`src/rtl/dmem_arbiter_if.sv`:
```
// Requester-side and memory-side signals of the data-memory arbiter.
// The arbiter uses the slave modport; requesters and the memory use master.
interface dmem_arbiter_if;
  logic        req0;
  logic        we0;
  logic [31:0] addr0;
  logic [31:0] wdata0;
  logic        ack0;
  logic        err0;
  logic [31:0] rdata0;

  logic        req1;
  logic        we1;
  logic [31:0] addr1;
  logic [31:0] wdata1;
  logic        ack1;
  logic        err1;
  logic [31:0] rdata1;

  logic        mem_read;
  logic        mem_write;
  logic [31:0] mem_address;
  logic [31:0] mem_write_data;
  logic [31:0] mem_read_data;

  modport slave (
    input  req0, we0, addr0, wdata0,
    output ack0, err0, rdata0,
    input  req1, we1, addr1, wdata1,
    output ack1, err1, rdata1,
    output mem_read, mem_write, mem_address, mem_write_data,
    input  mem_read_data
  );

  modport master (
    output req0, we0, addr0, wdata0,
    input  ack0, err0, rdata0,
    output req1, we1, addr1, wdata1,
    input  ack1, err1, rdata1,
    input  mem_read, mem_write, mem_address, mem_write_data,
    output mem_read_data
  );
endinterface

```
`src/rtl/dmem_arbiter.sv`:
```
// Round-robin two-port arbiter and access sequencer for the 1 KB data memory.
// Define DMEM_ARB_STATS_EN to add saturating grant/error counters.
module dmem_arbiter #(
  parameter int MEM_BYTES   = 1024,
  parameter int WAIT_CYCLES = 1
) (
  input  logic             clk,
  input  logic             reset,
  dmem_arbiter_if.slave    bus
`ifdef DMEM_ARB_STATS_EN
  ,
  output logic [15:0]      gnt_cnt0,
  output logic [15:0]      gnt_cnt1,
  output logic [7:0]       err_cnt
`endif
);

  typedef enum logic [1:0] {IDLE, ACCESS, RESP} state_t;

  localparam logic [31:0] ADDR_MAX  = 32'(MEM_BYTES - 4);
  localparam logic [2:0]  WAIT_LOAD = 3'(WAIT_CYCLES);

  state_t      state_q, state_d;
  logic        pref_q, pref_d;
  logic        port_q, port_d;
  logic        we_q, we_d;
  logic        err_q, err_d;
  logic [31:0] addr_q, addr_d;
  logic [31:0] wdata_q, wdata_d;
  logic [31:0] rdata_q, rdata_d;
  logic [2:0]  cnt_q, cnt_d;

  logic        grant;
  logic        gnt_port;
  logic        sel_we;
  logic [31:0] sel_addr;
  logic [31:0] sel_wdata;
  logic        sel_err;
  logic        last_access;

  always_ff @(posedge clk or posedge reset) begin
    if (reset) begin
      state_q <= IDLE;
      pref_q  <= 1'b0;
      port_q  <= 1'b0;
      we_q    <= 1'b0;
      err_q   <= 1'b0;
      addr_q  <= '0;
      wdata_q <= '0;
      rdata_q <= '0;
      cnt_q   <= '0;
    end else begin
      state_q <= state_d;
      pref_q  <= pref_d;
      port_q  <= port_d;
      we_q    <= we_d;
      err_q   <= err_d;
      addr_q  <= addr_d;
      wdata_q <= wdata_d;
      rdata_q <= rdata_d;
      cnt_q   <= cnt_d;
    end
  end

  // On contention the favoured port wins; otherwise whichever port asks.
  always_comb begin
    grant     = 1'b0;
    gnt_port  = 1'b0;
    if (bus.req0 || bus.req1) begin
      grant    = (state_q == IDLE);
      gnt_port = (bus.req0 && bus.req1) ? pref_q : bus.req1;
    end
    sel_we    = gnt_port ? bus.we1    : bus.we0;
    sel_addr  = gnt_port ? bus.addr1  : bus.addr0;
    sel_wdata = gnt_port ? bus.wdata1 : bus.wdata0;
    sel_err   = (sel_addr[1:0] != 2'b00) || (sel_addr > ADDR_MAX);
  end

  assign last_access = (state_q == ACCESS) && (cnt_q == 3'd0);

  always_comb begin
    state_d = state_q;
    pref_d  = pref_q;
    port_d  = port_q;
    we_d    = we_q;
    err_d   = err_q;
    addr_d  = addr_q;
    wdata_d = wdata_q;
    rdata_d = rdata_q;
    cnt_d   = cnt_q;
    case (state_q)
      IDLE: begin
        if (grant) begin
          pref_d  = ~gnt_port;
          port_d  = gnt_port;
          we_d    = sel_we;
          addr_d  = sel_addr;
          wdata_d = sel_wdata;
          err_d   = sel_err;
          rdata_d = '0;
          cnt_d   = WAIT_LOAD;
          state_d = sel_err ? RESP : ACCESS;
        end
      end
      ACCESS: begin
        if (cnt_q == 3'd0) begin
          if (!we_q) rdata_d = bus.mem_read_data;
          state_d = RESP;
        end else begin
          cnt_d = cnt_q - 3'd1;
        end
      end
      RESP: begin
        state_d = IDLE;
      end
      default: begin
        state_d = IDLE;
      end
    endcase
  end

  assign bus.ack0   = (state_q == RESP) && !port_q;
  assign bus.ack1   = (state_q == RESP) &&  port_q;
  assign bus.err0   = bus.ack0 && err_q;
  assign bus.err1   = bus.ack1 && err_q;
  assign bus.rdata0 = bus.ack0 ? rdata_q : '0;
  assign bus.rdata1 = bus.ack1 ? rdata_q : '0;

  // A write strobes only once so the memory commits a single word.
  assign bus.mem_read       = (state_q == ACCESS) && !we_q;
  assign bus.mem_write      = last_access && we_q;
  assign bus.mem_address    = (state_q == ACCESS) ? addr_q  : '0;
  assign bus.mem_write_data = (state_q == ACCESS) ? wdata_q : '0;

`ifdef DMEM_ARB_STATS_EN
  logic [15:0] gnt_cnt0_q;
  logic [15:0] gnt_cnt1_q;
  logic [7:0]  err_cnt_q;

  always_ff @(posedge clk or posedge reset) begin
    if (reset) begin
      gnt_cnt0_q <= '0;
      gnt_cnt1_q <= '0;
      err_cnt_q  <= '0;
    end else begin
      if (grant && !gnt_port && (gnt_cnt0_q != 16'hFFFF)) gnt_cnt0_q <= gnt_cnt0_q + 16'd1;
      if (grant &&  gnt_port && (gnt_cnt1_q != 16'hFFFF)) gnt_cnt1_q <= gnt_cnt1_q + 16'd1;
      if ((state_q == RESP) && err_q && (err_cnt_q != 8'hFF)) err_cnt_q <= err_cnt_q + 8'd1;
    end
  end

  assign gnt_cnt0 = gnt_cnt0_q;
  assign gnt_cnt1 = gnt_cnt1_q;
  assign err_cnt  = err_cnt_q;
`endif

endmodule
```
`src/flat_wrapper.sv`:
```
// flat-port wrapper written by rule: the top's interface ports become plain ports
module dmem_arbiter_flat 
#(
  parameter int MEM_BYTES   = 1024,
  parameter int WAIT_CYCLES = 1
)
  (clk, reset, bus_req0, bus_we0, bus_addr0, bus_wdata0, bus_ack0, bus_err0, bus_rdata0, bus_req1, bus_we1, bus_addr1, bus_wdata1, bus_ack1, bus_err1, bus_rdata1, bus_mem_read, bus_mem_write, bus_mem_address, bus_mem_write_data, bus_mem_read_data);
  dmem_arbiter_if bus_i ();
  input  logic clk;
  input  logic reset;
  input wire logic [$bits(bus_i.req0)-1:0] bus_req0;
  input wire logic [$bits(bus_i.we0)-1:0] bus_we0;
  input wire logic [$bits(bus_i.addr0)-1:0] bus_addr0;
  input wire logic [$bits(bus_i.wdata0)-1:0] bus_wdata0;
  output wire logic [$bits(bus_i.ack0)-1:0] bus_ack0;
  output wire logic [$bits(bus_i.err0)-1:0] bus_err0;
  output wire logic [$bits(bus_i.rdata0)-1:0] bus_rdata0;
  input wire logic [$bits(bus_i.req1)-1:0] bus_req1;
  input wire logic [$bits(bus_i.we1)-1:0] bus_we1;
  input wire logic [$bits(bus_i.addr1)-1:0] bus_addr1;
  input wire logic [$bits(bus_i.wdata1)-1:0] bus_wdata1;
  output wire logic [$bits(bus_i.ack1)-1:0] bus_ack1;
  output wire logic [$bits(bus_i.err1)-1:0] bus_err1;
  output wire logic [$bits(bus_i.rdata1)-1:0] bus_rdata1;
  output wire logic [$bits(bus_i.mem_read)-1:0] bus_mem_read;
  output wire logic [$bits(bus_i.mem_write)-1:0] bus_mem_write;
  output wire logic [$bits(bus_i.mem_address)-1:0] bus_mem_address;
  output wire logic [$bits(bus_i.mem_write_data)-1:0] bus_mem_write_data;
  input wire logic [$bits(bus_i.mem_read_data)-1:0] bus_mem_read_data;
  assign bus_i.req0 = bus_req0;
  assign bus_i.we0 = bus_we0;
  assign bus_i.addr0 = bus_addr0;
  assign bus_i.wdata0 = bus_wdata0;
  assign bus_ack0 = bus_i.ack0;
  assign bus_err0 = bus_i.err0;
  assign bus_rdata0 = bus_i.rdata0;
  assign bus_i.req1 = bus_req1;
  assign bus_i.we1 = bus_we1;
  assign bus_i.addr1 = bus_addr1;
  assign bus_i.wdata1 = bus_wdata1;
  assign bus_ack1 = bus_i.ack1;
  assign bus_err1 = bus_i.err1;
  assign bus_rdata1 = bus_i.rdata1;
  assign bus_mem_read = bus_i.mem_read;
  assign bus_mem_write = bus_i.mem_write;
  assign bus_mem_address = bus_i.mem_address;
  assign bus_mem_write_data = bus_i.mem_write_data;
  assign bus_i.mem_read_data = bus_mem_read_data;
  dmem_arbiter #(.MEM_BYTES(MEM_BYTES), .WAIT_CYCLES(WAIT_CYCLES)) u_core (.clk(clk), .reset(reset), .bus(bus_i));
endmodule
```
`config.mk`:
```
export PLATFORM = sky130hd
export DESIGN_NAME = dmem_arbiter_flat
export DESIGN_NICKNAME = d
export VERILOG_FILES = /design/src/rtl/dmem_arbiter_if.sv /design/src/rtl/dmem_arbiter.sv /design/src/flat_wrapper.sv
export SDC_FILE = /design/constraint.sdc
export NUM_CORES = 1
export LEC_CHECK = 0
export CORE_ASPECT_RATIO = 0.8
export CORE_UTILIZATION = 30
export CTS_CLUSTER_DIAMETER = 200
export DETAILED_ROUTE_END_ITERATION = 8
export PLACE_DENSITY = 0.62
export SLEW_MARGIN = 5
export SYNTH_ARGS = -nofsm -noshare
export SYNTH_HDL_FRONTEND = slang
export SYNTH_SLANG_ARGS = --single-unit
```
`constraint.sdc`:
```
create_clock -name clk -period 4.19 [get_ports clk]
set_input_delay 0.6285 -clock clk [delete_from_list [all_inputs] [get_ports clk]]
set_output_delay 0.6285 -clock clk [all_outputs]
set_load 0.01 [all_outputs]
```
Word-level counts from Yosys, hierarchy flattened
Cells that the tools add are included.
{"block": "classes", "n_eq_ne": 6, "muxes": 21, "bitwise": 1, "reduce_logical": 20, "n_lt_le_gt_ge": 1, "n_addsub": 1}
{"cell": "$mux W32", "n": 9}
{"cell": "$pmux W32 S2", "n": 1}
{"cell": "$gt A32 B10 Y1 const B", "n": 1}
{"cell": "$logic_and A1 B1 Y1", "n": 8}
{"cell": "$mux W2", "n": 3}
{"cell": "$mux W3", "n": 2}
{"cell": "$ne A2 B2 Y1 const B", "n": 3}
{"cell": "$pmux W3 S2", "n": 1}
{"cell": "$mux W1", "n": 4}
{"cell": "$pmux W2 S2", "n": 1}
{"cell": "$reduce_and A2 Y1", "n": 2}
{"cell": "$reduce_and A4 Y1", "n": 1}
{"cell": "$reduce_bool A2 Y1", "n": 2}
{"cell": "$logic_not A3 Y1", "n": 1}
{"cell": "$reduce_and A3 Y1", "n": 1}
{"cell": "$sub A3 B1 Y3 const B", "n": 1}
{"cell": "$eq A2 B1 Y1 const B", "n": 1}
{"cell": "$eq A2 B2 Y1 const B", "n": 1}
{"cell": "$logic_not A1 Y1", "n": 2}
{"cell": "$logic_not A2 Y1", "n": 1}
{"cell": "$logic_or A1 B1 Y1", "n": 2}
{"cell": "$ne A2 B1 Y1 const B", "n": 1}
{"cell": "$not A1 Y1", "n": 1}
{"block": "totals", "elab_cells": 59, "ff_bits": 105, "output_inout_bits": 134, "in_bits": 166}

Logic depth before layout (Yosys ltp)
Gate-level depths: netlist of the first run.
{"block": "depth", "ltp_word": 9, "mapped_depth": 7, "ltp_nobuf": 6}

Least setup slack after synthesis of the first run
Ideal clock, no wire load.
{"block": "synth_path", "path_type": "reg2out", "from": "register u_core.state_q[1]", "to": "output port bus_mem_address[10]", "stages_incl_launch_ff": 5, "arrival_ps": 1342, "slack_ps": 2220, "required_ps": 3562, "n_path_buf": 2, "path_cell_list": "dfrtp_1 > and2b_1 > clkbuf_1 > clkbuf_1 > and2_1"}
{"block": "synth_via", "elab_chain_len": 2}
{"item": "start, declared", "line": "dmem_arbiter.sv:23", "rtl": "state_t state_q, state_d;"}
{"item": "start signal, assigned", "line": "dmem_arbiter.sv:53", "rtl": "state_q <= state_d;"}
{"item": "$eq A2 B1 Y1", "line": "dmem_arbiter.sv:132", "rtl": "assign bus.mem_address = (state_q == ACCESS) ? addr_q : '0;"}
{"item": "$mux W32", "line": "dmem_arbiter.sv:132"}
{"item": "end, declared", "line": "flat_wrapper.sv:27", "rtl": "output wire logic [$bits(bus_i.mem_address)-1:0] bus_mem_address;"}
No other way between the ends.

Worst setup path after layout of the first run
{"block": "layout_path", "from": "register u_core.state_q[0]", "to": "output port bus_err1"}
{"block": "layout_via", "elab_chain_len": 3}
{"item": "$eq A2 B2 Y1", "line": "dmem_arbiter.sv:123", "rtl": "assign bus.ack1 = (state_q == RESP) && port_q;"}
{"item": "$logic_and A1 B1 Y1", "line": "dmem_arbiter.sv:123"}
{"item": "$logic_and A1 B1 Y1", "line": "dmem_arbiter.sv:125", "rtl": "assign bus.err1 = bus.ack1 && err_q;"}
{"item": "end, declared", "line": "flat_wrapper.sv:23", "rtl": "output wire logic [$bits(bus_i.err1)-1:0] bus_err1;"}
No other way between the ends.

==> flow_metrics.tcl, run 1 <==
set metrics [dict create \
    status "finished, final reports clean" \
    coreArea_um2 17600 \
    timing.slew.headroom 0.272 \
    clock_sinks 105 \
    worst_ir_drop_vdd_uv 191 \
    io_pins 300 \
    fmax_ghz 0.315 \
    h-tree-depth 3 \
    drtAntennaViolNets 0 \
    layout.area.seq_um2 2630 \
    drive_above_1_share 0.0369 \
    cts_root_buffer "clkbuf_16" \
    post-route-cell-area_um2 8980 \
    postCtsSetupBuffers 0 \
    hp-class "reg2reg" \
    syn_avg_cell_area_um2 9.81 \
    worst-endpoint-required_ns 3.56 \
    numCtsBuffers 9 \
    min_period_ns 3.18 \
    cp-start-kind "register" \
    io_buffers 299 \
    grt_first_pass_wirelength_um 26900 \
    syn_area_um2 5480 \
    gp_congestion 0.833 \
    grt_overflow_total 0 \
    grt_max_degree 103 \
    hpwl_um 13100 \
    setup_viol 0 \
    fill_cells 1632 \
    hold_violations 0 \
    drt_iter0_markers 159 \
    cts.reportedPaths.clkPinSlew_ns 0.07 \
    synth_top_family_by_area "simple AND/OR/NAND/NOR gates" \
    antenna_found_initial 0 \
    p_leak_nw 3.89 \
    syn-num-nets 727 \
    p_per_area_nw_per_um2 289 \
    ctsResizeCount 0 \
    die_h_um 123 \
    yosys_warnings 0 \
    placementRows 43 \
    track_usage 0.184 \
    synthCells 559 \
    p_total_w 0.00260 \
    setup_ws_ns 1.01 \
    detailedPlace.worstSlack_ns 1.25 \
    via_per_inst 4.71 \
    first_pass_iters 5 \
    grt_pass1_vias 5024 \
    initial_core_util 0.312 \
    finClkSkew_ns 0.00490 \
    tns_ns 0 \
    cts_tree "built" \
    synth_compound_area_frac 0.127 \
    period_share 0.758 \
    critPathKind "reg2out" \
    die-area_um2 18800 \
    rsz0062_at_grt "false" \
    worstMarginPinSlew_ns 1.09 \
    clk_path_buf_depth 2 \
    insertion_delay_ns 0.35 \
    antenna_cells 0 \
    route.vias.total 5020 \
    ys_ff_latch 105 \
    cp-end-kind "output pin" \
    area_growth_pct 63.7 \
    synth_fa_ha_area_frac 0.00456 \
    wl_per_cell_um 16.2 \
    synth_simple_gate_area_frac 0.233 \
    synth.distinct_cells 31 \
    drt-total-wl_um 17300 \
    crit_fanout 34 \
    drv_slew 0 \
    synth_xor_area_frac 0 \
    cts_hold_buf 0 \
    multi_input_area_um2 2680 \
    place_area_um2 8660 \
    drv_cap 0 \
    whs_ns 0.474 \
    crit_arrival_ns 2.55 \
    drc_errors 0 \
    yosysSeqAreaShare 0.479 \
    synthMuxAreaShare 0.121 \
    die_x_um 153 \
    fin_nets 1003 \
]
==> through the flow <==
| step | util | cells |
|---|---|---|
| after global routing | 0.510 | 1065 |
| after detailed placement | 0.492 | 1049 |
| after floorplan | - | 559 |
| final | 0.510 | 1065 |
| after global placement | 0.492 | 1049 |
| after CTS | 0.510 | 1065 |
==> Yosys cell counts <==
master	number	share of area
mux2i_1	65	0.12
a22o_4	1	0.0032
mux2_2	1	0.0021
clkbuf_1	30	0.021
nand4_1	2	0.0023
o21ai_0	68	0.062
nor3_1	3	0.0027
a21oi_1	2	0.0018
a21o_1	1	0.0014
o2bb2ai_1	1	0.0016
buf_6	3	0.0062
or4_1	2	0.0027
and2_1	130	0.15
and3_1	1	0.0011
a211oi_1	2	0.0027
and4_1	1	0.0016
dfrtp_1	105	0.48
and2b_1	1	0.0014
a22o_1	33	0.053
buf_2	8	0.0073
inv_1	3	0.0021
nor2_1	4	0.0027
nor3b_1	1	0.0014
and3b_1	1	0.0016
nor4_1	10	0.011
nand2b_1	3	0.0034
or3_1	2	0.0023
nor2b_1	1	0.0011
nand2_1	71	0.049
a31oi_1	1	0.0011
ha_1	2	0.0046
==> state kept, by name, indices dropped and copies added (netlist names) <==
| name | flops |
|---|---|
| u_core.addr_q | 32 |
| u_core.we_q | 1 |
| u_core.rdata_q | 32 |
| u_core.cnt_q | 3 |
| u_core.wdata_q | 32 |
| u_core.state_q | 2 |
| u_core.pref_q | 1 |
| u_core.port_q | 1 |
| u_core.err_q | 1 |
==> critical path, cell delays in order (launching register included) <==
cell	delay, ns
dfrtp_1	0.46
and3b_1	0.94
and2_1	0.23
clkdlybuf4s50_1	0.57
==> path summary, 6_finish.rpt <==
check,endpoint,cells past startpoint,from,slack (ns)
max reg2reg,u_core.rdata_q[25]$_DFFE_PP0P_,3,u_core.state_q[0]$_DFFE_PP0P_,2.09
max in group asynchronous,u_core.cnt_q[2]$_DFFE_PP0P_,3,reset,2.42
min in group asynchronous,u_core.wdata_q[15]$_DFFE_PP0P_,2,reset,0.91
min reg2reg,u_core.wdata_q[6]$_DFFE_PP0P_,2,u_core.wdata_q[6]$_DFFE_PP0P_,0.47
max,bus_err1,3,u_core.state_q[0]$_DFFE_PP0P_,1.01
min,u_core.wdata_q[6]$_DFFE_PP0P_,2,u_core.wdata_q[6]$_DFFE_PP0P_,0.47
==> cells in the final DEF (no fill, tap or decap), types with 2 or more instances in the layout <==
cell type        Yosys  routed
a211oi_1             2       2
a21oi_1              2       2
a22o_1              33      33
and2_1             130     130
buf_4                0       6
clkbuf_16            0       9
clkdlybuf4s50_1      0     299
clkinv_4             0       2
dfrtp_1            105     105
ha_1                 2       2
inv_1                3       2
mux2i_1             65      65
nand2_1             71      70
nand2b_1             3       3
nand4_1              2       2
nor2_1               4       4
nor3_1               3       2
nor4_1              10      10
o21ai_0             68      68
or4_1                2       2
==> layer usage <==
layer  vias to the layer above  routed length (um)  track usage
met3                        15                1050       0.0477
met1                      2352                7380        0.221
met2                       193                8700        0.333
li1                       2460                   -            -
met4                         0                 161       0.0423
met5                         -                   0            0
==> power by group <==
part	total, W	internal, W	switching [W]
logic	0.000496	0.000257	0.000239
clock network	0.000886	0.000489	0.000397
registers	0.00122	0.00115	0.0000670
total	0.00260	0.00189	0.000703
==> layout make-up <==
cell class,count,area share
Inverter,3,0.00153
Clock buffer,10,0.0266
Sequential cell,105,0.293
Tap cell,225,0.0314
Clock inverter,6,0.00836
Multi-Input combinational cell,410,0.299
Timing Repair Buffer,306,0.341
==> cells by family after synthesis <==
| logic type | Yosys count |
|---|---|
| compound gates | 109 |
| flops | 105 |
| simple gates | 233 |
| fa+ha+maj | 2 |
| mux | 66 |
| buf+inv | 44 |
Note: power is estimated with default switching activity, not from simulation.
==> run 2: changes to the inputs <==
PLACE_DENSITY = 0.64   (was 0.62)
clock period = 2.9 ns   (was 4.19 ns; I/O delays follow)
==> flow_metrics.tcl, run 2 (synthesized netlist as in run 1, its figures left out) <==
set metrics [dict create \
    drv_cap 0 \
    p_clk_frac 0.340 \
    reg_top3 "u_core.addr_q x32, u_core.rdata_q x32, u_core.wdata_q x32" \
    final_common_cell "clkdlybuf4s50_1" \
    via_per_inst 4.71 \
    whs_ns 0.473 \
    track_usage 0.185 \
    drv_slew 0 \
    period_share 0.934 \
    cp-start-kind "register" \
    coreArea_um2 17600 \
    setup_viol 0 \
    rsz0062_at_grt "false" \
    antenna_found_initial 0 \
    postCtsSetupBuffers 0 \
    p_leak_nw 3.92 \
    hp-start "u_core.wdata_q[21]$_DFFE_PP0P_" \
    die-area_um2 18800 \
    grt_max_degree 106 \
    crit_fanout 22 \
    critPathKind "reg2out" \
    status "finished, final reports clean" \
    worstMarginPinSlew_ns 0.562 \
    seqPwrFrac 0.466 \
    insertion_delay_ns 0.35 \
    fmax_ghz 0.369 \
    hold_depth 2 \
    io_pins 300 \
    tns_ns 0 \
    timing.reg2reg.setup_slack_ns 0.99 \
    cts.reportedPaths.clkPinSlew_ns 0.07 \
    cts_root_buffer "clkbuf_16" \
    first_pass_iters 4 \
    h-tree-depth 3 \
    dp_cells 1052 \
    numCtsBuffers 9 \
    p_per_area_nw_per_um2 419 \
    power.internal_w 0.00277 \
    multi_input_area_um2 2680 \
    reg2reg_to "u_core.rdata_q[18]$_DFFE_PP0P_" \
    worst_ir_drop_vdd_uv 252 \
    fin_nets 1006 \
    drc_errors 0 \
    die_x_um 153 \
    detailedPlace.worstSlack_ns 0.447 \
    placementRows 43 \
    ctsResizeCount 0 \
    die_h_um 123 \
    swShare 0.269 \
    final_cells 1068 \
    grt_overflow_total 0 \
    hp-class "reg2reg" \
    grt_pass1_vias 5167 \
    comb_power_share 0.194 \
    final_cell_mix "299 x clkdlybuf4s50_1, 130 x and2_1, 105 x dfrtp_1" \
    hold_path_end "u_core.wdata_q[21]$_DFFE_PP0P_" \
    startpoint "u_core.state_q[1]$_DFFE_PP0P_" \
    clock_sinks 105 \
    cts_tree "built" \
    cp-end-kind "output pin" \
    gp_congestion 0.841 \
    cts_hold_buf 0 \
    finClkSkew_ns 0.00524 \
    drt-total-wl_um 17400 \
    timing.slew.headroom 0.625 \
    antenna_cells 0 \
    setup_ws_ns 0.190 \
    drtAntennaViolNets 0 \
    timing.rr.start "u_core.state_q[1]$_DFFE_PP0P_" \
    crit_arrival_ns 2.27 \
    worst-endpoint-required_ns 2.47 \
    layout.area.seq_um2 2630 \
    p_sw_w 0.00102 \
    route.vias.total 5025 \
    hold_violations 0 \
    drive_above_1_share 0.0403 \
    io_buffers 299 \
    min_period_ns 2.71 \
    hpwl_um 13400 \
    fill_cells 1607 \
    reg2reg_depth 4 \
    grt_first_pass_wirelength_um 26800 \
    initial_core_util 0.312 \
    area_growth_pct 64.8 \
    wl_per_cell_um 16.2 \
    clk_path_buf_depth 2 \
    drt_iter0_markers 171 \
]
## run 2: through the flow
| stage | util | total power [W] | instance area (um2) |
|---|---|---|---|
| 5_1_grt | 0.514 | 0.00400 | 9040 |
| 3_5_place_dp | 0.496 | 0.00254 | 8720 |
| 4_1_cts | 0.514 | 0.00384 | 9040 |
| 3_3_place_gp | 0.496 | 0.00250 | 8720 |
| 6_report | 0.514 | 0.00379 | 9040 |
| 2_1_floorplan | - | 0.00214 | 5490 |
## run 2: layout make-up
cell class / count / area share
clock buffer: 11 / 0.0280
clock inverter: 5 / 0.00678
inverter: 3 / 0.00166
multi-input combinational: 410 / 0.297
sequential: 105 / 0.291
tap: 225 / 0.0312
timing repair buffer: 309 / 0.345
## run 2: worst max-delay path, stage by stage, from the launching register on
cell and delay, ns:
dfrtp_1 0.44, and2b_2 0.51, buf_4 0.28, and2_1 0.14, clkdlybuf4s50_1 0.54
## run 2: power by group through the flow
stage / clock network [W] / registers, W / logic [W]
floorplan: 0 / 0.00175 / 0.000389
global placement: 0 / 0.00178 / 0.000721
detailed placement: 0 / 0.00179 / 0.000748
CTS: 0.00132 / 0.00177 / 0.000748
global route: 0.00138 / 0.00179 / 0.000822
finish: 0.00129 / 0.00177 / 0.000734
## run 2: layer usage
| metal | vias to the layer above | GRT usage | part of all wire | wire length, um |
|---|---|---|---|---|
| li1 | 2466 | - | - | - |
| met1 | 2339 | 0.217 | 0.43 | 7440 |
| met2 | 208 | 0.330 | 0.48 | 8380 |
| met3 | 12 | 0.0652 | 0.080 | 1380 |
| met4 | 0 | 0.0360 | 0.0087 | 151 |
| met5 | - | 0 | 0 | 0 |
## run 2: worst max path at each step
stage / endpoint / slack, ns
4_1_cts: bus_mem_address[21] / 0.16
5_1_grt: bus_mem_address[31] / 0.03
3_3_place_gp: u_core.rdata_q[28]$_DFFE_PP0P_ / 0.48
3_5_place_dp: u_core.rdata_q[18]$_DFFE_PP0P_ / 0.45
6_report: bus_mem_address[21] / 0.19
2_1_floorplan: bus_mem_address[10] / 1.12
